<file path="config.mk">
export PLATFORM = sky130hd
export DESIGN_NAME = reset_gen
export DESIGN_NICKNAME = d
export VERILOG_FILES = /design/src/rtl/reset_gen.sv
export SDC_FILE = /design/constraint.sdc
export NUM_CORES = 1
export LEC_CHECK = 0
export ABC_CLOCK_PERIOD_IN_PS = 4600
export CORE_MARGIN = 5
export CORE_UTILIZATION = 45
export DETAILED_ROUTE_END_ITERATION = 7
export GPL_TIMING_DRIVEN = 0
export PLACE_DENSITY_LB_ADDON = 0.3
export REMOVE_ABC_BUFFERS = 1
export SLEW_MARGIN = 20
export SYNTH_ARGS = -nofsm -noshare
export SYNTH_HDL_FRONTEND = slang
export SYNTH_SLANG_ARGS = --single-unit
</file>
<file path="constraint.sdc">
create_clock -name clk -period 4.6 [get_ports clk]
set_input_delay 0.69 -clock clk [delete_from_list [all_inputs] [get_ports clk]]
set_output_delay 0.69 -clock clk [all_outputs]
set_load 0.005 [all_outputs]
</file>
<file path="src/rtl/reset_gen.sv">
`timescale 1ns/1ps
// reset_gen: stretched active-low system reset after an FPGA start or a press of button 1.
// Define RESET_BUTTON_EN to build the button synchronizer and the button-triggered reset.
module reset_gen #(
  parameter int unsigned RESET_CYCLES = 4_800_000,
  parameter int unsigned SYNC_STAGES  = 2
) (
  input  logic clk,
  input  logic fpga_start,
  input  logic fpga_but1,
  output logic reset,
  output logic fsm_state
);

  typedef enum logic {
    RUN  = 1'b0,
    HOLD = 1'b1
  } state_t;

  localparam logic [23:0] RELOAD = 24'(RESET_CYCLES - 1);

  // Declaration values are the bitstream power-up contents: RUN, idle counter, reset released.
  state_t      state   = RUN;
  logic [23:0] cnt     = '0;
  logic        reset_q = 1'b1;

  state_t      state_next;
  logic [23:0] cnt_next;
  logic        reset_next;
  logic        pressed;

`ifdef RESET_BUTTON_EN
  // Button path: all stages preset to released so a start never reads as a press.
  logic [SYNC_STAGES-1:0] sync = '1;

  always_ff @(posedge clk or negedge fpga_start) begin
    if (!fpga_start) begin
      sync <= '1;
    end else begin
      sync <= {sync[SYNC_STAGES-2:0], fpga_but1};
    end
  end

  assign pressed = ~sync[SYNC_STAGES-1];
`else
  logic unused_but;
  assign unused_but = fpga_but1;
  assign pressed    = 1'b0;
`endif

  always_comb begin
    state_next = state;
    cnt_next   = cnt;
    reset_next = reset_q;
    case (state)
      HOLD: begin
        reset_next = 1'b0;
        if (pressed) begin
          cnt_next = RELOAD;
        end else if (cnt != 24'd0) begin
          cnt_next = cnt - 24'd1;
        end else begin
          state_next = RUN;
          reset_next = 1'b1;
        end
      end
      default: begin
        reset_next = 1'b1;
        if (pressed) begin
          state_next = HOLD;
          cnt_next   = RELOAD;
          reset_next = 1'b0;
        end
      end
    endcase
  end

  // The start strobe reloads asynchronously and wins over any clock or button activity.
  always_ff @(posedge clk or negedge fpga_start) begin
    if (!fpga_start) begin
      state   <= HOLD;
      cnt     <= RELOAD;
      reset_q <= 1'b0;
    end else begin
      state   <= state_next;
      cnt     <= cnt_next;
      reset_q <= reset_next;
    end
  end

  assign reset     = reset_q;
  assign fsm_state = state;

endmodule

</file>
==> out/qor.yml <==
final_cell_mix: "17 x dfstp_2, 16 x xor2_1, 10 x nand2_1"
holdBufCountCts: 0
drv_slew: 0
post_cts_resized: 0
tightest_slew_ns: 0.5468
cp-start-kind: "flop"
clock-sinks: 26
core_um2: 2710
required_ns: 4.81
synth_area_um2: 1255
clkTransAtPathRegs_ns: 0.14
final_nets: 123
drv_cap: 0
grt_remaining_overflow: 0
start_util_pct: 46.31
numCtsBuffers: 3
antenna_found_initial: 0
clock_path_buffers: 2
clk_latency_ns: 0.32
gr-usage-all-layers_pct: 11.28
synth_area_leader_cell: "dfstp_2"
finalHoldViolations: 0
wl_um: 1969
h-tree-depth: 1
drive_gt1_share_pct: 24.79
cts_setup_buffers: 0
dr.pass1.iters: 4
die_w_um: 62.81
peakVddDrop_mv: 0.1847
die_y_um: 62.81
min_period_over_period_pct: 50.50
dp_hpwl_um: 1397
pwr-share-clk_pct: 32.7
grt_pass1_vias: 815
p_switching_uw: 69.22
place.gp.congestion: 0.7627
setup_viol: 0
dr.first_iter.drc_count: 17
finalSetupTns_ns: 0
synth_cells: 111
drtAntennaViolNets: 0
synth_edf_count: 0
avgRoutedWirePerCell_um: 13.30
crit_type: "flop to flop"
antenna_cells: 0
ys_types: 27
yosys_warnings: 0
via_count: 811
place.port_buffers: 3
vias_per_cell: 5.480
finalCriticalPeriod_ns: 2.323
layout_commonest_cell: "dfstp_2"
power_leakage_nw: 0.6861
postSynthAreaPerCell_um2: 11.31
yosysSeqAreaShare_pct: 53.54
p_sw_share_pct: 19.93
drc: 0
yosysTopAreaCellShare_pct: 35.59
fmax_ghz: 0.4305
cts_root_buffer: "clkbuf_4"
status: "finished, final reports clean"
internal_power_uw: 278.1
grt_pass1_wl_um: 3677
die_area_um2: 3945
hold_class: "primary input to asynchronous set/reset pin"
ys_ff_latch: 26
synth_flop_cell: "dfstp_2"
cts_tree: "done"
fin_skew_ns: 0.01314
hold_slack_ns: 0.3344
cellPowerDensity_nw_per_um2: 258.5
worstSetupEndpointType: "flop"
rows: 19
critPathMaxFanout: 15
area_delta_synth_final_pct: 7.079
rsz0062_at_grt: "no"
slew_headroom_pct: 63.55
cp.arrival_ns: 2.53
grt_max_degree: 27
io_pins: 5
pwr-share-seq_pct: 66.1
comb_power_share_pct: 1.2
async_reset_ff_share_pct: 100.0
synth.area.top_cells: "dfstp_2 36%, dfrtp_1 18%, xor2_1 11%"
[synthesized netlist by cell type (all sizes together) (4+ instances only)]
cell type and instances:
xnor2 6, dfrtp 9, xor2 16, or4 4, nor3 5, inv 4
nor4 10, dfstp 17, nand2 10, nand3 4, nor2 9
[cell type report]
| cell class | instances | area, µm² |
|---|---|---|
| tap | 31 | 38.79 |
| multi-input combinational | 80 | 556.8 |
| clock buffer | 4 | 36.28 |
| inverter | 4 | 15.01 |
| sequential | 26 | 671.9 |
| fill | 280 | 1366 |
| timing repair buffer | 3 | 25.02 |
[sequential cells by signal, summed over array words and instances (netlist names)]
register,count
reset,1
cnt,24
fsm_state,1
[power by group through the flow]
stage | sequential (mW) | clock, mW | combinational (mW)
2_1_floorplan | 0.233 | 0 | 0.000000358
3_3_place_gp | 0.233 | 0 | 0.00504
3_5_place_dp | 0.233 | 0 | 0.00532
4_1_cts | 0.229 | 0.117 | 0.00537
5_1_grt | 0.230 | 0.130 | 0.00565
6_report | 0.229 | 0.114 | 0.00433
[per-layer routing]
layer / GRT usage, % / routed length, µm
met5: 0 / 0
met1: 15.74 / 985
met4: 3.183 / 23
met3: 1.799 / 35
met2: 18.01 / 925
[critical path: stages (launching register included)]
cell     delay, ns
dfstp_2       0.42
inv_1         0.08
ha_1          0.15
or4b_1        0.47
or4_4         0.46
o21ai_4       0.37
nor4_1        0.12
xor2_1        0.15
[worst paths after layout]
path / cells after the start / slack (ns) / start / to
worst max-delay path: 7 / 2.28 / cnt[0] / cnt[14]
worst min-delay path: 1 / 0.33 / fpga_start / cnt[15]
worst max register to register: 7 / 2.28 / cnt[0] / cnt[14]
min in group clk: 1 / 0.47 / cnt[23] / cnt[23]
max in group asynchronous: 1 / 3.89 / fpga_start / cnt[3]
worst min register to register: 1 / 0.47 / cnt[23] / cnt[23]
[metrics by stage]
step | power (mW) | std cells | util (%) | cell area, µm² | worst slack [ns]
2_1_floorplan | 0.2331 | 110 | - | 1244 | 2.502
3_3_place_gp | 0.2381 | 144 | 48.43 | 1313 | 2.337
3_5_place_dp | 0.2384 | 144 | 48.43 | 1313 | 2.308
4_1_cts | 0.3524 | 148 | 49.77 | 1349 | 2.270
5_1_grt | 0.3652 | 148 | 49.58 | 1344 | 2.143
6_report | 0.3473 | 148 | 49.58 | 1344 | 2.277
[logic make-up after synthesis]
kind of cell               Yosys count  synth area share, %
AOI/OAI and AO/OA                    4                2.892
xor gates and xnor gates            22                15.35
adders and majority gates            2                1.994
buffers and inverters                5                2.093
DFF                                 26                53.54
and+or+nand+nor                     52                24.13
Power figures use the tool's default switching activity.
